$ cat src/rtl/stack_spill_fill_pkg.sv
// ============================================================================
//  Module   : stack_spill_fill_pkg
//  Purpose  : Shared FSM state encoding for the stack spill/fill engine.
//  Revision : 1.0  initial release
// ============================================================================
`default_nettype none

package stack_spill_fill_pkg;

    typedef enum logic [1:0] {
        ST_IDLE  = 2'd0,
        ST_SPILL = 2'd1,
        ST_FILL  = 2'd2
    } state_t;

endpackage

`default_nettype wire

$ cat src/rtl/stack_spill_fill.sv
// ============================================================================
//  Module   : stack_spill_fill
//  Purpose  : Spills the bottom register-stack cell to data memory on
//             push-when-full and refills it on pop, via a one-word fill buffer.
//  Revision : 1.0  initial release
// ============================================================================
`default_nettype none

module stack_spill_fill
    import stack_spill_fill_pkg::*;
#(
    parameter int              DATA_W    = 16,
    parameter int              ADDR_W    = 10,
    parameter int              REG_DEPTH = 128,
    parameter logic [ADDR_W-1:0] MEM_BASE = '0,
    parameter int              MEM_DEPTH = 1024
) (
    input  logic              clk,
    input  logic              async_reset,
    input  logic              push,
    input  logic              pop,
    input  logic [15:0]       reg_size,
    input  logic [DATA_W-1:0] reg127_out,
    output logic [DATA_W-1:0] reg127_in,
    output logic [ADDR_W-1:0] mem_addr,
    output logic [DATA_W-1:0] mem_wdata,
    output logic              mem_we,
    output logic              mem_re,
    input  logic [DATA_W-1:0] mem_rdata,
    input  logic              mem_ack,
    output logic              stall,
    output logic [ADDR_W:0]   spill_count,
    output logic              mem_overflow,
    output logic              proto_err
);

    localparam logic [ADDR_W:0] C_MEM_DEPTH = (ADDR_W+1)'(MEM_DEPTH);
    localparam logic [15:0]     C_REG_DEPTH = 16'(REG_DEPTH);

    state_t              r_state;
    logic [DATA_W-1:0]   r_wbuf;
    logic [DATA_W-1:0]   r_fill_buf;
    logic                r_fill_valid;
    logic [ADDR_W-1:0]   r_mem_addr;
    logic [ADDR_W:0]     r_spill_count;
    logic                r_mem_overflow;
    logic                r_proto_err;

    logic                w_push_only;
    logic                w_pop_only;
    logic [ADDR_W-1:0]   w_cnt_lo;

    assign w_push_only = push & ~pop;
    assign w_pop_only  = pop & ~push;
    assign w_cnt_lo    = r_spill_count[ADDR_W-1:0];

    always_ff @(posedge clk or posedge async_reset) begin
        if (async_reset) begin
            r_state        <= ST_IDLE;
            r_wbuf         <= '0;
            r_fill_buf     <= '0;
            r_fill_valid   <= 1'b0;
            r_mem_addr     <= '0;
            r_spill_count  <= '0;
            r_mem_overflow <= 1'b0;
            r_proto_err    <= 1'b0;
        end else begin
            if ((push | pop) && (r_state != ST_IDLE)) begin
                r_proto_err <= 1'b1;
            end
            case (r_state)
                ST_IDLE: begin
                    if (w_push_only && (reg_size >= C_REG_DEPTH)) begin
                        if (r_spill_count < C_MEM_DEPTH) begin
                            // The spilled word is also the next one a pop returns.
                            r_wbuf       <= reg127_out;
                            r_fill_buf   <= reg127_out;
                            r_fill_valid <= 1'b1;
                            r_mem_addr   <= MEM_BASE + w_cnt_lo;
                            r_state      <= ST_SPILL;
                        end else begin
                            r_mem_overflow <= 1'b1;
                        end
                    end else if (w_pop_only && (r_spill_count != '0)) begin
                        r_spill_count <= r_spill_count - 1'b1;
                        r_fill_valid  <= 1'b0;
                        if (r_spill_count > (ADDR_W+1)'(1)) begin
                            // New top of region sits at (count-1)-1.
                            r_mem_addr <= MEM_BASE + w_cnt_lo - ADDR_W'(2);
                            r_state    <= ST_FILL;
                        end
                    end
                end
                ST_SPILL: begin
                    if (mem_ack) begin
                        r_spill_count <= r_spill_count + 1'b1;
                        r_state       <= ST_IDLE;
                    end
                end
                ST_FILL: begin
                    if (mem_ack) begin
                        r_fill_buf   <= mem_rdata;
                        r_fill_valid <= 1'b1;
                        r_state      <= ST_IDLE;
                    end
                end
                default: r_state <= ST_IDLE;
            endcase
        end
    end

    assign reg127_in    = r_fill_valid ? r_fill_buf : '0;
    assign mem_addr     = r_mem_addr;
    assign mem_wdata    = r_wbuf;
    assign mem_we       = (r_state == ST_SPILL);
    assign mem_re       = (r_state == ST_FILL);
    assign stall        = (r_state != ST_IDLE);
    assign spill_count  = r_spill_count;
    assign mem_overflow = r_mem_overflow;
    assign proto_err    = r_proto_err;

endmodule

`default_nettype wire

$ cat config.mk
export PLATFORM = sky130hd
export DESIGN_NAME = stack_spill_fill
export DESIGN_NICKNAME = d
export VERILOG_FILES = /design/src/rtl/stack_spill_fill_pkg.sv /design/src/rtl/stack_spill_fill.sv
export SDC_FILE = /design/constraint.sdc
export NUM_CORES = 1
export LEC_CHECK = 0
export BUFFER_PORTS_ARGS = -buffer_cell sky130_fd_sc_hd__buf_4
export CAP_MARGIN = 30
export CORE_MARGIN = 2
export CORE_UTILIZATION = 54
export CTS_CLUSTER_SIZE = 14
export DETAILED_ROUTE_END_ITERATION = 16
export GPL_ROUTABILITY_DRIVEN = 0
export GPL_TIMING_DRIVEN = 0
export HOLD_SLACK_MARGIN = 0.08
export PLACE_DENSITY = 0.88
export SETUP_SLACK_MARGIN = 0.3
export SKIP_CTS_REPAIR_TIMING = 1
export SLEW_MARGIN = 20
export SYNTH_ARGS = -nofsm -noshare
export SYNTH_HDL_FRONTEND = slang
export SYNTH_SLANG_ARGS = --single-unit
$ cat constraint.sdc
create_clock -name clk -period 3.6 [get_ports clk]
set_input_delay 0.54 -clock clk [delete_from_list [all_inputs] [get_ports clk]]
set_output_delay 0.54 -clock clk [all_outputs]
set_load 0.005 [all_outputs]
* Word level (Yosys, flattened, before mapping)
Cells that the tools add are included.
** Word-level totals
- Register bits :: 58
- Input port bits :: 53
- Logic and storage cells :: 75
- Output and inout bits :: 58
** Cells by class
- Order comparisons :: 3
- Muxes and demuxes :: 24
- Bitwise gates (word level) :: 6
- Equality and inequality tests :: 13
- Add/sub/neg operators :: 3
- Reduce and logical (&&, ||, !) cells :: 18
** Operators with widths (number)
- $mux W16 :: 4
- $mux W10 :: 4
- $mux W11 :: 3
- $pmux W16 S2 :: 1
- $pmux W11 S2 :: 1
- $reduce_and A4 Y1 :: 5
- $ge A16 B8 Y1 const B :: 1
- $add A11 B1 Y11 const B :: 1
- $gt A11 B1 Y1 const B :: 1
- $lt A11 B11 Y1 const B :: 1
- $reduce_bool A11 Y1 :: 1
- $sub A11 B1 Y11 const B :: 1
- $mux W2 :: 5
- $reduce_bool A2 Y1 :: 5
- $sub A10 B2 Y10 const B :: 1
- $ne A3 B3 Y1 const B :: 3
- $ne A2 B1 Y1 const B :: 4
- $ne A2 B2 Y1 const B :: 4
- $reduce_and A3 Y1 :: 2
- $mux W1 :: 4
- $pmux W2 S2 :: 1
- $logic_and A1 B1 Y1 :: 3
- $not A1 Y1 :: 3
- $and A1 B1 Y1 :: 2
- 6 further kinds :: 6

* Logic depth before layout (Yosys ltp)
- Depth after elaboration :: 6
- Mapped depth :: 8
- Mapped depth without buffers :: 7

* Worst setup path before layout
OpenSTA, ideal clock, no wires.
- Path kind :: input port to flip-flop
- Start :: input reg_size[13]
- End :: register r_wbuf[0], in the netlist mem_wdata[0]
- Required time :: 3.473 ns
- Arrival :: 2.252 ns
- Library setup time :: 0.127 ns
- Stages :: 6
- Path slack :: 1.221 ns
- Path buffers :: 2
- Cell sequence :: or4_4 > o41ai_4 > or3_1 > buf_6 > buf_6 > mux2_1
** On the way
- Longest elaborated chain between the ends :: 3
** RTL lines
- start, declared :: line stack_spill_fill.sv:22 : input logic [15:0] reg_size,
- $ge A16 B8 Y1 :: line stack_spill_fill.sv:73 : if (w_push_only && (reg_size >= C_REG_DEPTH)) begin
- $logic_and A1 B1 Y1 :: line stack_spill_fill.sv:73
- $reduce_and A3 Y1 (no line)
- end signal, assigned :: line stack_spill_fill.sv:76 : r_wbuf <= reg127_out;
- end, declared :: line stack_spill_fill.sv:41 : logic [DATA_W-1:0] r_wbuf;
Every way passes these cells.
A chain may end at the register's enable or synchronous reset.

* Worst setup path after layout
- Start :: register r_spill_count[1], in the netlist spill_count[1]
- End :: register r_mem_addr[5], in the netlist mem_addr[5]
** On the way
- Longest elaborated chain between the ends :: 4
- Elaborated cells between the ends (all ways) :: 12
- Classes of those cells :: add/sub: 1; order compare: 2; eq/ne: 1; mux: 3; reduce/logical: 5
** RTL lines
- start, declared :: line stack_spill_fill.sv:45 : logic [ADDR_W:0] r_spill_count;
- start signal, assigned :: line stack_spill_fill.sv:85 : r_spill_count <= r_spill_count - 1'b1;
- start signal, assigned :: line stack_spill_fill.sv:96 : r_spill_count <= r_spill_count + 1'b1;
- $sub A10 B2 Y10 / $reduce_bool A11 Y1 (equally long branches) :: line stack_spill_fill.sv:89, stack_spill_fill.sv:84
- $mux W10 / $logic_and A1 B1 Y1 (equally long branches) :: line stack_spill_fill.sv:87, stack_spill_fill.sv:84
- $mux W10 / $reduce_bool A2 Y1 (equally long branches)
- $mux W10 / $reduce_and A4 Y1 (equally long branches)
- end signal, assigned :: line stack_spill_fill.sv:79 : r_mem_addr <= MEM_BASE + w_cnt_lo;
- end signal, assigned :: line stack_spill_fill.sv:89 : r_mem_addr <= MEM_BASE + w_cnt_lo - ADDR_W'(2);
- end, declared :: line stack_spill_fill.sv:44 : logic [ADDR_W-1:0] r_mem_addr;
Parallel ways exist; a longest one is shown, timed or not. The select of a mux whose other input is x is not followed.

==> metrics.txt <==
# TYPE chip_impl_metric gauge
chip_impl_metric{name="cts_buffer_count",unit=""} 9
chip_impl_metric{name="core",unit="mm²"} 0.00585
chip_impl_metric{name="yosysSeqAreaShare",unit="%"} 45.0
chip_impl_metric{name="drtPass1Iterations",unit=""} 4
chip_impl_info{name="cts_tree",value="built"} 1
chip_impl_metric{name="final.fill_count",unit=""} 411
chip_impl_metric{name="drv.max_cap_violation_count",unit=""} 0
chip_impl_metric{name="die_width",unit="µm"} 81.3
chip_impl_metric{name="number_of_enable_flip_flop_cells_after_synthesis",unit=""} 0
chip_impl_metric{name="share_of_flip_flops_with_an_asynchronous_set_or_reset_after_synthesis",unit="%"} 100
chip_impl_metric{name="worst-slew-pin-transition",unit="ns"} 0.685
chip_impl_metric{name="grt_max_degree",unit=""} 59
chip_impl_metric{name="gr-usage-all-layers",unit="%"} 23.8
chip_impl_metric{name="setup_failing_eps_final",unit=""} 0
chip_impl_info{name="cts_root_buf",value="sky130_fd_sc_hd__clkbuf_8"} 1
chip_impl_metric{name="clkLatencyLatePin",unit="ns"} 0.34
chip_impl_metric{name="max_freq",unit="MHz"} 397
chip_impl_metric{name="first_global_vias",unit=""} 2414
chip_impl_metric{name="final.setup.tns",unit="ns"} 0
chip_impl_metric{name="power-per-cell-area",unit="mW/mm²"} 706
chip_impl_info{name="criticalPathCategory",value="reg -> reg"} 1
chip_impl_metric{name="clock_sinks",unit=""} 58
chip_impl_metric{name="yosysUniqueCellTypes",unit=""} 44
chip_impl_metric{name="vias",unit=""} 2503
chip_impl_metric{name="inserted_diodes",unit=""} 0
chip_impl_metric{name="drtIter0Drc",unit=""} 213
chip_impl_metric{name="area_occupied_by_registers",unit="mm²"} 0.00145
chip_impl_metric{name="number_of_placed_cells_counting_well_taps",unit=""} 450
chip_impl_metric{name="cts.clk_slew.worst_paths",unit="ns"} 0.07
chip_impl_metric{name="ir_drop",unit="µV"} 401
chip_impl_metric{name="timing.hold.ws",unit="ns"} 0.330
chip_impl_metric{name="synthDominantCellAreaShare",unit="%"} 45.0
chip_impl_metric{name="crit_fanout",unit=""} 10
chip_impl_info{name="outcome",value="finished, final reports clean"} 1
chip_impl_metric{name="period_needed",unit="ns"} 2.52
chip_impl_metric{name="die-area",unit="mm²"} 0.00661
chip_impl_metric{name="skew",unit="ns"} 0.00848
chip_impl_info{name="leading_post_synthesis_cells_by_cell_area",value="sky130_fd_sc_hd__dfrtp_1 45%, sky130_fd_sc_hd__mux2_2 10%, sky130_fd_sc_hd__mux2_4 9.3%"} 1
chip_impl_metric{name="cp.required",unit="ns"} 3.81
chip_impl_metric{name="drive_gt1_share",unit="%"} 45.6
chip_impl_metric{name="power.total",unit="µW"} 3010
chip_impl_metric{name="max_slew_margin",unit="%"} 53.9
chip_impl_metric{name="timing_hold_violations_final",unit=""} 0
chip_impl_info{name="synth_top_flop_cell",value="sky130_fd_sc_hd__dfrtp_1"} 1
chip_impl_metric{name="power_leakage",unit="µW"} 0.00202
chip_impl_metric{name="placement.io_buffers",unit=""} 103
chip_impl_metric{name="syn_avg_cell_area",unit="µm²"} 11.9
chip_impl_metric{name="fin_cells",unit=""} 465
chip_impl_metric{name="global_route.overflow_total",unit=""} 0
chip_impl_metric{name="routed_wirelength",unit="µm"} 7310
chip_impl_metric{name="synth_area",unit="mm²"} 0.00323
chip_impl_metric{name="placementRows",unit=""} 28
chip_impl_metric{name="post_drt_via_cell_ratio",unit=""} 5.38
chip_impl_metric{name="postSynthRegisterBits",unit=""} 58
chip_impl_metric{name="final_min_period_over_clock_period",unit="%"} 70.0
chip_impl_metric{name="slew_viol_final",unit=""} 0
chip_impl_metric{name="nNetsFinal",unit=""} 449
chip_impl_info{name="unrepaired_setup_endpoints_after_global_routing",value="no"} 1
chip_impl_metric{name="multi_input_comb_area",unit="mm²"} 0.00166
chip_impl_metric{name="dp_hpwl",unit="µm"} 5440
chip_impl_metric{name="final_core_util",unit="%"} 72.9
chip_impl_info{name="critical_path.startpoint_type",value="flop"} 1
chip_impl_info{name="yosys.area.top_type",value="sky130_fd_sc_hd__dfrtp_1"} 1
chip_impl_metric{name="die_h",unit="µm"} 81.3
chip_impl_metric{name="avg_wl_per_cell",unit="µm"} 15.7
chip_impl_metric{name="first_pass_grt_wire_length",unit="µm"} 11700
chip_impl_metric{name="detail-route-antenna-nets",unit=""} 0
chip_impl_metric{name="h-tree-depth",unit=""} 3
chip_impl_metric{name="synth_fp_nets",unit=""} 335
chip_impl_metric{name="cts_buffer_depth",unit=""} 2
chip_impl_metric{name="boundaryPins",unit=""} 111
chip_impl_info{name="setup.worst_path.end_class",value="flop"} 1
chip_impl_metric{name="route.detailed.drc",unit=""} 0
chip_impl_metric{name="synthToLayoutAreaGrowth",unit="%"} 32.3
chip_impl_metric{name="worst-endpoint-arrival",unit="ns"} 2.73
chip_impl_metric{name="grt_antenna_before_repair",unit=""} 0
chip_impl_info{name="holdCritPathClass",value="in -> async"} 1
chip_impl_metric{name="yosys_warnings",unit=""} 0
chip_impl_metric{name="syn_inst",unit=""} 272
chip_impl_metric{name="initial_core_util",unit="%"} 55.1
state kept, by name (all words and copies together), names as in the netlist:
register	flops
proto_err	1
r_fill_valid	1
r_fill_buf	16
mem_wdata	16
r_state	2
mem_addr	10
mem_overflow	1
spill_count	11
routing by layer:
metal,global-route usage [%],up-vias,wire [µm],part of all wire [%]
met1,30.7,1222,3000,41
met2,38.7,90,3750,51
li1,-,1180,-,-
met4,9.49,0,108,1.5
met3,5.22,11,449,6.1
met5,0,-,0,0
layout make-up:
type                       count  share of cell area, %
tap                           75                   2.20
clock inverter                 2                  0.293
clock buffer                  13                   3.72
sequential                    58                   34.0
multi-input combinational    190                   38.9
inverter                      10                  0.938
timing repair buffer         103                   18.1
buffer                        14                   1.82
layout by cell type, fill, tap and decap left out, drive strengths merged, types with 2 or more instances in the layout:
cell,Yosys,routed
a21oi,13,13
and2,17,17
buf,5,108
clkbuf,9,22
dfrtp,58,58
ha,10,10
inv,10,10
mux2,58,58
nand2,13,13
nand2b,2,2
nand3,5,5
nor2,11,11
nor2b,2,2
nor3,9,9
nor4,4,4
o21ai,2,2
o21bai,3,3
or3,4,4
or4,2,2
xnor2,9,9
xor2,10,10
report_power, final:
part	internal [µW]	switching (µW)	leakage [µW]
sequential	856	161	0.000704
clock	283	244	0.0000855
combinational	843	624	0.00123
worst max-delay path: stages, from the launching register on:
cell	delay (ns)
sky130_fd_sc_hd__dfrtp_1	0.49
sky130_fd_sc_hd__inv_1	0.21
sky130_fd_sc_hd__ha_1	0.23
sky130_fd_sc_hd__nor3b_1	0.55
sky130_fd_sc_hd__a32o_1	0.25
sky130_fd_sc_hd__a211o_1	0.23
sky130_fd_sc_hd__nand2_8	0.12
sky130_fd_sc_hd__mux2_4	0.31
cells by family (layout without fill, tap and decap cells):
group / after synthesis / in the layout / share of synthesized area [%]
muxes: 59 / 59 / 22.9
DFF: 58 / 58 / 45.0
AOI/OAI and AO/OA: 29 / 29 / 6.71
adders and majority gates: 10 / 10 / 3.88
buffers and inverters: 24 / 142 / 3.57
and+or+nand+nor: 73 / 73 / 12.8
xor gates and xnor gates: 19 / 19 / 5.16
cell usage after synthesis (all sizes together), types with 9 or more instances:
cell	n
dfrtp	58
xor2	10
a21oi	13
mux2	58
nor2	11
and2	17
inv	10
xnor2	9
nand2	13
clkbuf	9
ha	10
nor3	9
path summary, 6_finish.rpt:
check | startpoint | to | slack, ns | cells after the start
min | async_reset | r_fill_buf[0]$_DFFE_PP0P_ | 0.33 | 2
min in group clk | reg127_out[0] | mem_wdata[0]$_DFFE_PP0P_ | 0.42 | 2
max reg2reg | spill_count[1]$_DFFE_PP0P_ | mem_addr[5]$_DFFE_PP0P_ | 1.08 | 7
min reg2reg | mem_overflow$_DFFE_PP0P_ | mem_overflow$_DFFE_PP0P_ | 0.47 | 1
max in group asynchronous | async_reset | mem_overflow$_DFFE_PP0P_ | 2.82 | 2
max | spill_count[1]$_DFFE_PP0P_ | mem_addr[5]$_DFFE_PP0P_ | 1.08 | 7
through the flow:
stage / setup slack [ns] / cell area [µm²]
floorplan: 1.22 / 3230
global placement: 0.878 / 4090
detailed placement: 0.850 / 4100
CTS: 1.07 / 4270
global route: 0.944 / 4270
finish: 1.08 / 4270
Power figures use the tool's default switching activity.
